[config.mk]
export PLATFORM = sky130hd
export DESIGN_NAME = rst_seq
export DESIGN_NICKNAME = d
export VERILOG_FILES = /design/src/rtl/rst_pkg.sv /design/src/rtl/rst_seq_pulse.sv /design/src/rtl/rst_seq.sv
export SDC_FILE = /design/constraint.sdc
export NUM_CORES = 1
export LEC_CHECK = 0
export CAP_MARGIN = 25
export CORE_MARGIN = 10
export CORE_UTILIZATION = 45
export DETAILED_ROUTE_END_ITERATION = 10
export MAX_ROUTING_LAYER = met4
export PLACE_DENSITY = 0.66
export SLEW_MARGIN = 0
export SYNTH_ARGS = -nofsm -noshare
export SYNTH_HDL_FRONTEND = slang
export SYNTH_HIERARCHICAL = 1
export SYNTH_SLANG_ARGS = --single-unit
[constraint.sdc]
create_clock -name HCLK -period 1.9 [get_ports HCLK]
set_clock_uncertainty 0.05 [all_clocks]
set_input_delay 0.285 -clock HCLK [delete_from_list [all_inputs] [get_ports HCLK]]
set_output_delay 0.285 -clock HCLK [all_outputs]
set_load 0.02 [all_outputs]
[src/rtl/rst_pkg.sv]
// rst_pkg -- shared definitions for the reset sequencer.
//   state_e     : sequencer FSM states
//   CAUSE_*     : bit positions inside the sticky reset-cause register
package rst_pkg;

  typedef enum logic [1:0] {
    ST_ASSERT  = 2'd0,
    ST_STRETCH = 2'd1,
    ST_RELEASE = 2'd2,
    ST_RUN     = 2'd3
  } state_e;

  localparam int unsigned CAUSE_PAD  = 0;
  localparam int unsigned CAUSE_WDOG = 1;
  localparam int unsigned CAUSE_SOFT = 2;

endpackage

[src/rtl/rst_seq_pulse.sv]
// rst_seq_pulse -- per-domain soft-reset pulse generator.
//   HCLK    : clock
//   HRESET  : synchronous active-high reset
//   clr     : abort any pulse in progress (core not ok / sequencer asserting)
//   req     : soft-reset request for this domain
//   active  : requests are accepted only while high
//   rstn_o  : low while the pulse counter is non-zero
module rst_seq_pulse #(
  parameter int unsigned SOFT_LEN = 3
) (
  input  logic HCLK,
  input  logic HRESET,
  input  logic clr,
  input  logic req,
  input  logic active,
  output logic rstn_o
);

  logic [3:0] cnt_q, cnt_d;

  // A request while already counting reloads the count, extending the pulse.
  always_comb begin
    cnt_d = cnt_q;
    if (clr) begin
      cnt_d = '0;
    end else if (active && req) begin
      cnt_d = 4'(SOFT_LEN);
    end else if (cnt_q != '0) begin
      cnt_d = cnt_q - 4'd1;
    end
  end

  always_ff @(posedge HCLK) begin
    if (HRESET) begin
      cnt_q <= '0;
    end else begin
      cnt_q <= cnt_d;
    end
  end

  assign rstn_o = (cnt_q == '0);

endmodule

[src/rtl/rst_seq.sv]
// rst_seq -- staggered multi-domain reset sequencer.
//   HCLK, HRESET    : clock, synchronous active-high reset
//   pad_nRST        : external active-low reset (asynchronous, synchronised here)
//   ddrc_init_done  : DDR controller ready
//   watchdog_reset  : watchdog reset request
//   SYSRESETREQ     : per-domain soft-reset requests (honoured only in RUN)
//   cause_clr       : clears the sticky cause register
//   DBGRESETn       : debug reset, released after the stretch period
//   rstn            : per-domain resets, released one by one STAGGER apart
//   busy            : high whenever the sequencer is not in RUN
//   cause           : sticky reset cause {soft, watchdog, pad}
module rst_seq
  import rst_pkg::*;
#(
  parameter int unsigned N_DOM       = 4,
  parameter int unsigned STRETCH_CNT = 42,
  parameter int unsigned STAGGER     = 3,
  parameter int unsigned SOFT_LEN    = 3
) (
  input  logic             HCLK,
  input  logic             HRESET,
  input  logic             pad_nRST,
  input  logic             ddrc_init_done,
  input  logic             watchdog_reset,
  input  logic [N_DOM-1:0] SYSRESETREQ,
  input  logic             cause_clr,
  output logic             DBGRESETn,
  output logic [N_DOM-1:0] rstn,
  output logic             busy,
  output logic [2:0]       cause
);

  localparam int unsigned IDX_W = 5;

  logic             pad_meta_q, pad_sync_q;
  logic             core_ok;
  state_e           state_q, state_d;
  logic [7:0]       cnt_q, cnt_d;
  logic [3:0]       timer_q, timer_d;
  logic [IDX_W-1:0] idx_q, idx_d;
  logic             dbg_q, dbg_d;
  logic [N_DOM-1:0] rel_q, rel_d;
  logic             busy_q, busy_d;
  logic [2:0]       cause_q, cause_d, cause_set;
  logic [N_DOM-1:0] soft_rstn;
  logic             pulse_clr, pulse_active;

  assign core_ok = ddrc_init_done & ~watchdog_reset & pad_sync_q;

  always_comb begin
    state_d = state_q;
    cnt_d   = cnt_q;
    timer_d = timer_q;
    idx_d   = idx_q;
    dbg_d   = dbg_q;
    rel_d   = rel_q;
    if (!core_ok) begin
      state_d = ST_ASSERT;
      cnt_d   = '0;
      timer_d = '0;
      idx_d   = '0;
      dbg_d   = 1'b0;
      rel_d   = '0;
    end else begin
      unique case (state_q)
        ST_ASSERT: begin
          state_d = ST_STRETCH;
          cnt_d   = '0;
          dbg_d   = 1'b0;
          rel_d   = '0;
        end
        ST_STRETCH: begin
          if (cnt_q == 8'(STRETCH_CNT - 1)) begin
            state_d = ST_RELEASE;
            dbg_d   = 1'b1;
            timer_d = '0;
            idx_d   = '0;
          end else begin
            cnt_d = cnt_q + 8'd1;
          end
        end
        ST_RELEASE: begin
          if (timer_q == 4'(STAGGER - 1)) begin
            timer_d = '0;
            idx_d   = idx_q + IDX_W'(1);
            for (int unsigned i = 0; i < N_DOM; i++) begin
              if (idx_q == IDX_W'(i)) rel_d[i] = 1'b1;
            end
            // Last domain released on the same edge that RUN is entered.
            if (idx_q == IDX_W'(N_DOM - 1)) state_d = ST_RUN;
          end else begin
            timer_d = timer_q + 4'd1;
          end
        end
        ST_RUN: begin
        end
        default: state_d = ST_ASSERT;
      endcase
    end
  end

  assign busy_d = (state_d != ST_RUN);

  // Pad fall detected one stage early so the cause bit sets on the same
  // edge that pad_sync drops.
  always_comb begin
    cause_set             = '0;
    cause_set[CAUSE_PAD]  = pad_sync_q & ~pad_meta_q;
    cause_set[CAUSE_WDOG] = watchdog_reset;
    cause_set[CAUSE_SOFT] = pulse_active & (|SYSRESETREQ);
    cause_d = (cause_clr ? 3'b000 : cause_q) | cause_set;
  end

  always_ff @(posedge HCLK) begin
    if (HRESET) begin
      pad_meta_q <= 1'b0;
      pad_sync_q <= 1'b0;
      state_q    <= ST_ASSERT;
      cnt_q      <= '0;
      timer_q    <= '0;
      idx_q      <= '0;
      dbg_q      <= 1'b0;
      rel_q      <= '0;
      busy_q     <= 1'b1;
      cause_q    <= '0;
    end else begin
      pad_meta_q <= pad_nRST;
      pad_sync_q <= pad_meta_q;
      state_q    <= state_d;
      cnt_q      <= cnt_d;
      timer_q    <= timer_d;
      idx_q      <= idx_d;
      dbg_q      <= dbg_d;
      rel_q      <= rel_d;
      busy_q     <= busy_d;
      cause_q    <= cause_d;
    end
  end

  assign pulse_active = (state_q == ST_RUN) & core_ok;
  assign pulse_clr    = ~core_ok | (state_q == ST_ASSERT);

  for (genvar g = 0; g < N_DOM; g++) begin : g_pulse
    rst_seq_pulse #(.SOFT_LEN(SOFT_LEN)) u_pulse (
      .HCLK   (HCLK),
      .HRESET (HRESET),
      .clr    (pulse_clr),
      .req    (SYSRESETREQ[g]),
      .active (pulse_active),
      .rstn_o (soft_rstn[g])
    );
  end

  assign DBGRESETn = dbg_q;
  assign rstn      = rel_q & soft_rstn;
  assign busy      = busy_q;
  assign cause     = cause_q;

endmodule

# ---- Word level (Yosys, flattened, before mapping)
# Cells that the tools add are included.
dict set report word_totals {
  register_bits 46
  inputBits 10
  out_inout_bits 9
  word_cells 121
}
dict set report op_classes {
  add_sub_neg 7
  eq_ne 16
  n_mux 30
  bitwise_logic 11
  n_reduce_logical 36
}
# cell count
set ops {}
lappend ops {{2-bit two-way mux} 12}
lappend ops {{4-bit zero test} 4}
lappend ops {{2-bit != test (second input constant)} 8}
lappend ops {{4-bit one-hot mux with 2 select lines} 2}
lappend ops {{8-bit one-hot mux with 2 select lines} 1}
lappend ops {{4-bit nonzero test} 4}
lappend ops {{4-bit by 1-bit subtractor with 4-bit output (second input constant)} 4}
lappend ops {{3-bit AND reduction} 5}
lappend ops {{2-bit nonzero test} 7}
lappend ops {{4-bit two-way mux} 3}
lappend ops {{3-bit OR reduction} 4}
lappend ops {{5-bit by 2-bit equality test with 1-bit output (second input constant)} 2}
lappend ops {{5-bit two-way mux} 2}
lappend ops {{5-bit one-hot mux with 2 select lines} 1}
lappend ops {{8-bit by 1-bit adder with 8-bit output (second input constant)} 1}
lappend ops {{8-bit by 6-bit equality test with 1-bit output (second input constant)} 1}
lappend ops {{8-bit two-way mux} 1}
lappend ops {{2-bit one-hot mux with 3 select lines} 1}
lappend ops {{2-bit AND reduction} 3}
lappend ops {{5-bit by 1-bit adder with 5-bit output (second input constant)} 1}
lappend ops {{1-bit bitwise AND} 5}
lappend ops {{5-bit by 1-bit equality test with 1-bit output (second input constant)} 1}
lappend ops {{5-bit zero test} 1}
lappend ops {{1-bit two-way mux} 5}
lappend ops {{other kinds (14)} 21}

# ---- Longest topological paths before layout
# Gate-level depths: netlist of run 1.
dict set report depth {
  word_depth 6
  ltp_mapped 7
  depth_no_buf 6
}

# ---- Cells and area by module
# Netlist of run 1, hierarchy kept.
# mod instances cells_each area_each_um2 seq_area_each_um2
set by_module_without_submodules {}
lappend by_module_without_submodules {rst_seq 1 166 1437.6 600.6}
lappend by_module_without_submodules {rst_seq_pulse 4 21 207.7 80.1}

# ---- Least setup slack after synthesis of run 1
# OpenSTA, ideal clock, no wires.
dict set report synth_path {
  path_type {reg-to-reg}
  startpoint {register timer_q[0]}
  endpoint {register busy_q, in the netlist busy}
  setup_time_ps 120
  arrival_time_ps 1528
  required_ps 1730
  path_slack_ps 202
  path_stages_with_launch 8
  n_path_buf 1
  period_less_slack_ps 1698
  path_cell_list {dfxtp_1 > inv_1 > ha_1 > or3b_1 > buf_2 > nor3_2 > nand2_1 > a211o_1}
}
dict set report synth_between {
  elab_chain_len 5
}
# item line_no
set synth_lines {}
lappend synth_lines {{start: declaration} rst_seq.sv:39} ;# logic [3:0] timer_q, timer_d;
lappend synth_lines {{start signal: assignment} rst_seq.sv:131} ;# timer_q <= timer_d;
lappend synth_lines {{4-bit by 2-bit equality test with 1-bit output} rst_seq.sv:83} ;# if (timer_q == 4'(STAGGER - 1)) begin
lappend synth_lines {{2-bit two-way mux} rst_seq.sv:83}
lappend synth_lines {{2-bit one-hot mux with 3 select lines} rst_seq.sv:65} ;# unique case (state_q)
lappend synth_lines {{2-bit two-way mux} rst_seq.sv:57} ;# if (!core_ok) begin
lappend synth_lines {{2-bit != test} rst_seq.sv:102} ;# assign busy_d = (state_d != ST_RUN);
lappend synth_lines {{end signal: assignment} rst_seq.sv:135} ;# busy_q <= busy_d;
lappend synth_lines {{end: declaration} rst_seq.sv:43} ;# logic busy_q, busy_d;
# Every way passes these cells.
# A chain may end at the register's enable or synchronous reset.

==> flow_summary.yaml, run 1 <==
cts:
  clkLatencyLatePin_ns: 0.30
  cts_buffer_depth: 2
  cts_hold_buf: 0
  clock_sinks: 46
  cts_setup_buffers: 0
  cts-buffers-inserted: 5
  clk_pin_slew_ns: 0.08
  htreeDepth: 2
  cts_root_buf: "clkbuf_8"
  cts_tree: "built"
timing:
  finalCriticalPeriod_ns: 1.77
  hold_viol: 0
  finalCritPeriodShare_pct: 93.3
  setup_viol: 0
  fmax_ghz: 0.564
  setup_tns_ns: 0
  final_max_slew_viol_count: 0
  rsz0062_at_grt: "no"
  relSlewSlack_pct: 66.9
  tightest_slew_ns: 0.493
  whs_ns: 0.405
die:
  core_area_um2: 4820
  io_pins: 19
  die_y_um: 91
  start_util_pct: 47.1
  fp.dieArea_um2: 8280
  placementRows: 25
  die_w_um: 91
synthesis:
  mappedNetlistNets: 272
  netlist_area_um2: 2270
  ys_ff_latch: 46
  ys_top_cells_by_area: "dfxtp_1 (41%), ha_1 (6.6%), mux2_1 (4.0%)"
  syn_avg_cell_area_um2: 9.07
  synthCells: 250
  synth_async_sr_flop_share_pct: 0
  synth-edff-count: 0
  synth_top_area_cell: "dfxtp_1"
  synth.yosys.seq_area_share_pct: 40.6
  yosysTopAreaCellShare_pct: 40.6
  ys.flop_type: "dfxtp_1"
  ys_warn_count: 6
  ys_types: 47
global_routing:
  grt_start_max_net_pins: 16
  antenna_found_initial: 0
  grt_pass1_wl_um: 7960
  track_usage_pct: 11.7
  grt_pass1_vias: 1757
  grt_overflow_total: 0
layout:
  syn2layout_area_growth_pct: 19.7
  nets: 309
  drive_gt1_share_pct: 14.9
  fin_area_um2: 2720
  finalNonFillerCells: 355
  antenna_cells: 0
critical_path:
  critPathRequiredTime_ns: 2.08
  max_stage_delay_ns: 0.50
  path_delay_family: "simple AND/OR/NAND/NOR gates"
  cp.arrival_ns: 1.95
  regToRegSetupSlack_ns: 0.13
  path_class: "reg -> reg"
  critPathCaptureType: "flop"
  crit_buf_inv: 1
  crit_chain: "inv_1 > ha_1 > and4bb_1 > and2_4 > or4b_1 > a31oi_1"
  path_max_fanout: 5
  start_kind: "flop"
  r2r_start: "cnt_q[1]"
  setup.worst_path.start: "cnt_q[1]"
  r2r-end: "cnt_q[2]"
  r2r_cells: 6
  crit_slowest_cell: "or4b_1"
detailed_routing:
  drc: 0
  routed_via_density: 5.14
  routed_wl_um: 4470
  drt_iter0_markers: 59
  post_drt_wl_per_cell_um: 12.6
  vias: 1826
  final_antenna_net_count: 0
  drt_pass1_iterations: 4
placed_design:
  postPlaceCellArea_um2: 2640
  io_buffers: 18
  gp_congestion: 0.799
  hpwlAfterDp_um: 3500
  numPlacedInstances: 347
worst_hold_path:
  min_path_cells: 2
  min_to: "pad_sync_q"
  hold_path_class: "reg -> reg"
  hold_start: "pad_meta_q"
pwr:
  p_total_mw: 1.61
  ir_drop_v: 0.000510
  power.density_nw_per_um2: 591
  p_leak_nw: 1.00
job:
  cap_violations: 0
status:
  status: "finished, final reports clean"
## cells in the final DEF, fill, tap and decap left out, types with 10 or more instances in the layout
master	synthesis	routed
nor2_1	24	24
buf_4	0	18
clkdlybuf4s50_1	0	14
dfxtp_1	46	45
inv_1	17	17
ha_1	12	11
nand2_1	24	24
a21oi_1	13	13
and3_1	10	10
nor3_1	10	10
## registers in the layout (all words and copies together), names as in the netlist, 2 cells and up
register / count
g_pulse.u_pulse/cnt_q: 16
cnt_q: 8
idx_q: 5
rel_q: 4
timer_q: 4
cause: 3
state_q: 2
## synthesized netlist by cell type, types with 3 or more instances
master and instances:
nor3_1 10, nand2b_1 3, nand3_1 4, nor2_1 24, mux2_1 8, inv_1 17
a31oi_1 3, or4_1 4, nand2_1 24, and3_1 10, a21boi_1 8, dfxtp_1 46
and2_1 4, ha_1 12, o21ai_0 6, nor3b_4 4, a21oi_1 13, xnor2_1 8
clkbuf_1 4, mux2i_1 4
## routing by layer
layer	track usage (%)	part of all wire [%]
met1	13.7	50
met2	18.7	46
met3	2.63	2.6
met4	5.22	1.8
met5	-	0
## final cells by class
| cell class | count | area, um^2 |
|---|---|---|
| Fill cell | 480 | 2100 |
| Multi-Input combinational cell | 181 | 1260 |
| Sequential cell | 46 | 922 |
| Timing Repair Buffer | 36 | 295 |
| Tap cell | 67 | 83.8 |
| Clock buffer | 5 | 68.8 |
| Inverter | 17 | 63.8 |
| Clock inverter | 3 | 21.3 |
## cells by family (layout without fill, tap and decap cells)
| kind of cell | Yosys count | after routing | share of synthesized area (%) |
|---|---|---|---|
| adders and majority gates | 12 | 12 | 6.62 |
| buffers and inverters | 23 | 61 | 3.92 |
| xor gates and xnor gates | 9 | 9 | 3.48 |
| DFF | 46 | 46 | 40.6 |
| muxes | 12 | 12 | 5.74 |
| and+or+nand+nor | 105 | 105 | 27.7 |
| AOI/OAI and AO/OA | 43 | 43 | 12.0 |
## repair_timing
action | CTS | global route
hold endpoints to repair | 0 | 0
resized for setup | 8 | 7
setup endpoints to repair | 4 | 5
## worst reg2reg max path, cell delays in order, from the launching register on
cell      delay [ns]
dfxtp_2         0.36
inv_1           0.06
ha_1            0.18
and4bb_1        0.21
and2_4          0.16
or4b_1          0.50
a31oi_1         0.18
## per-stage QoR
stage	setup WS (ns)	util, %
6_report	0.127	56.4
5_1_grt	0.0131	56.4
4_1_cts	0.00171	56.7
3_5_place_dp	0.0106	54.9
3_3_place_gp	0.0660	54.9
2_1_floorplan	0.202	-
## power by group
part           internal [mW]  total, mW  switching, mW  leakage (nW)
Combinational         0.0260     0.0430         0.0170         0.585
Sequential             0.967      0.969        0.00207         0.372
Clock                  0.258      0.594          0.335        0.0441
Total                   1.25       1.61          0.354          1.00
## worst max path at each step
stage	to	slack [ns]	depth (start not counted)
floorplan	busy	0.20	7
global placement	rstn[3]	0.07	5
detailed placement	rstn[0]	0.01	5
CTS	rstn[1]	0.002	5
global route	rstn[0]	0.01	5
finish	cnt_q[2]	0.13	6
Power figures use the tool's default switching activity.
==> run 2, diff against run 1 <==
CAP_MARGIN = 40   (was 25)
CORE_UTILIZATION = 50   (was 45)
PLACE_DENSITY = 0.72   (was 0.66)
==> flow_summary.yaml, run 2 (synthesis results as in run 1) <==
status:
  status: "finished, final reports clean"
timing:
  finalCriticalPeriod_ns: 1.79
  hold_viol: 0
  tightest_slew_ns: 0.487
  final_max_slew_viol_count: 0
  relSlewSlack_pct: 67.2
  finalCritPeriodShare_pct: 94.1
  setup_tns_ns: 0
  setup_viol: 0
  setup_slack_ns: 0.112
  fmax_ghz: 0.559
  rsz0062_at_grt: "no"
cts:
  cts_hold_buf: 0
  cts_setup_buffers: 0
  cts_root_buf: "clkbuf_8"
  cts_tree: "built"
  clk_pin_slew_ns: 0.09
  cts-buffers-inserted: 5
  clkLatencyLatePin_ns: 0.30
  clock_sinks: 46
  cts_buffer_depth: 2
  htreeDepth: 2
detailed_routing:
  routed_via_density: 5.23
  post_drt_wl_per_cell_um: 12.9
  routed_wl_um: 4350
  drt_pass1_iterations: 4
  vias: 1769
  final_antenna_net_count: 0
  drc: 0
  drt_iter0_markers: 56
die:
  placementRows: 24
  die_w_um: 87.4
  die_y_um: 87.4
  core_area_um2: 4380
  fp.dieArea_um2: 7630
  io_pins: 19
  start_util_pct: 51.7
pwr:
  seqPwrFrac_pct: 59.8
  ir_drop_v: 0.000578
  p_int_mw: 1.26
  switchingPower_mw: 0.364
  power.density_nw_per_um2: 605
  clockPowerShare_pct: 37.7
  comb_power_share_pct: 2.6
  swShare_pct: 22.4
  p_leak_nw: 0.990
layout:
  antenna_cells: 0
  nFillCells: 393
  syn2layout_area_growth_pct: 18.3
  top_register: "g_pulse.u_pulse/cnt_q"
  final_common_cell: "dfxtp_1"
  drive_gt1_share_pct: 13.6
  nets: 307
  layout_common_cells: "dfxtp_1 (46), nor2_1 (24), nand2_1 (24), inv_1 (17), buf_4 (16)"
  fin_area_um2: 2680
  largest_register_ffs: 16
  top_regs: "g_pulse.u_pulse/cnt_q x16, cnt_q x8, idx_q x5"
  finish.utilization_pct: 61.2
global_routing:
  track_usage_pct: 12.6
  grt.busiest_layer: "met2"
  grt_pass1_vias: 1739
  use_met2_pct: 19.9
  grt_start_max_net_pins: 17
  grtUsageMet3_pct: 3.46
  grt_overflow_total: 0
  antenna_found_initial: 0
  grtUsageMet1_pct: 15.0
  grt_pass1_wl_um: 7720
critical_path:
  max_stage_delay_ns: 0.49
  cp.arrival_ns: 1.97
  crit_chain: "inv_1 > ha_1 > and4bb_1 > and2_4 > or4b_1 > a31oi_1"
  crit_slowest_cell: "or4b_1"
  path_class: "reg -> reg"
  critPathRequiredTime_ns: 2.08
  critPathCaptureType: "flop"
  path_max_fanout: 5
  start_kind: "flop"
placed_design:
  gp_congestion: 0.811
  postPlaceCellArea_um2: 2610
  io_buffers: 18
  hpwlAfterDp_um: 3410
  pre_cts_ws_ns: 0.0349
job:
  cap_violations: 0
worst_hold_path:
  hold_path_class: "reg -> reg"
run 2: area by class of cell:
class | instances | area (um^2) | share of cell area [%]
Sequential cell | 46 | 921 | 34.3
Clock buffer | 5 | 68.8 | 2.57
Multi-Input combinational cell | 181 | 1260 | 46.9
Tap cell | 52 | 65.1 | 2.43
Clock inverter | 3 | 25.0 | 0.933
Inverter | 17 | 63.8 | 2.38
Timing Repair Buffer | 34 | 280 | 10.4
run 2: critical path: cells and delay by family (launching register included):
kind | cells | cell delay, ns
AOI/OAI and AO/OA | 1 | 0.16
DFF | 1 | 0.38
and+or+nand+nor | 3 | 0.87
buffers and inverters | 1 | 0.07
adders and majority gates | 1 | 0.17
run 2: metrics by stage:
step	cells	hold WS [ns]	total power, mW
5_1_grt	338	0.426	1.68
2_1_floorplan	250	0.302	1.00
3_5_place_dp	330	0.383	1.03
6_report	338	0.393	1.62
4_1_cts	338	0.396	1.64
3_3_place_gp	330	0.385	1.03
run 2: timing repair:
item | CTS | global route
endpoints found under the setup margin | 4 | 4
resized for setup | 7 | 5
hold endpoints to repair | 0 | 0
run 2: path summary, 6_finish.rpt:
path / start / end / slack (ns) / cells past startpoint
max: cnt_q[1] / cnt_q[2] / 0.11 / 6
min: pad_meta_q / pad_sync_q / 0.39 / 2
max reg2reg: cnt_q[1] / cnt_q[2] / 0.11 / 6
min reg2reg: pad_meta_q / pad_sync_q / 0.39 / 2
run 2: routing by layer:
metal,wire length (um),part of all wire (%)
met5,0,0
met4,43,0.99
met1,2120,49
met2,2000,46
met3,184,4.2
run 2: power by group through the flow:
stage / logic, mW / registers, mW / clock network (mW)
after global routing: 0.0461 / 0.970 / 0.668
after global placement: 0.0421 / 0.992 / 0
after floorplan: 0.00828 / 0.994 / 0
after CTS: 0.0423 / 0.970 / 0.632
final: 0.0417 / 0.969 / 0.611
after detailed placement: 0.0420 / 0.992 / 0
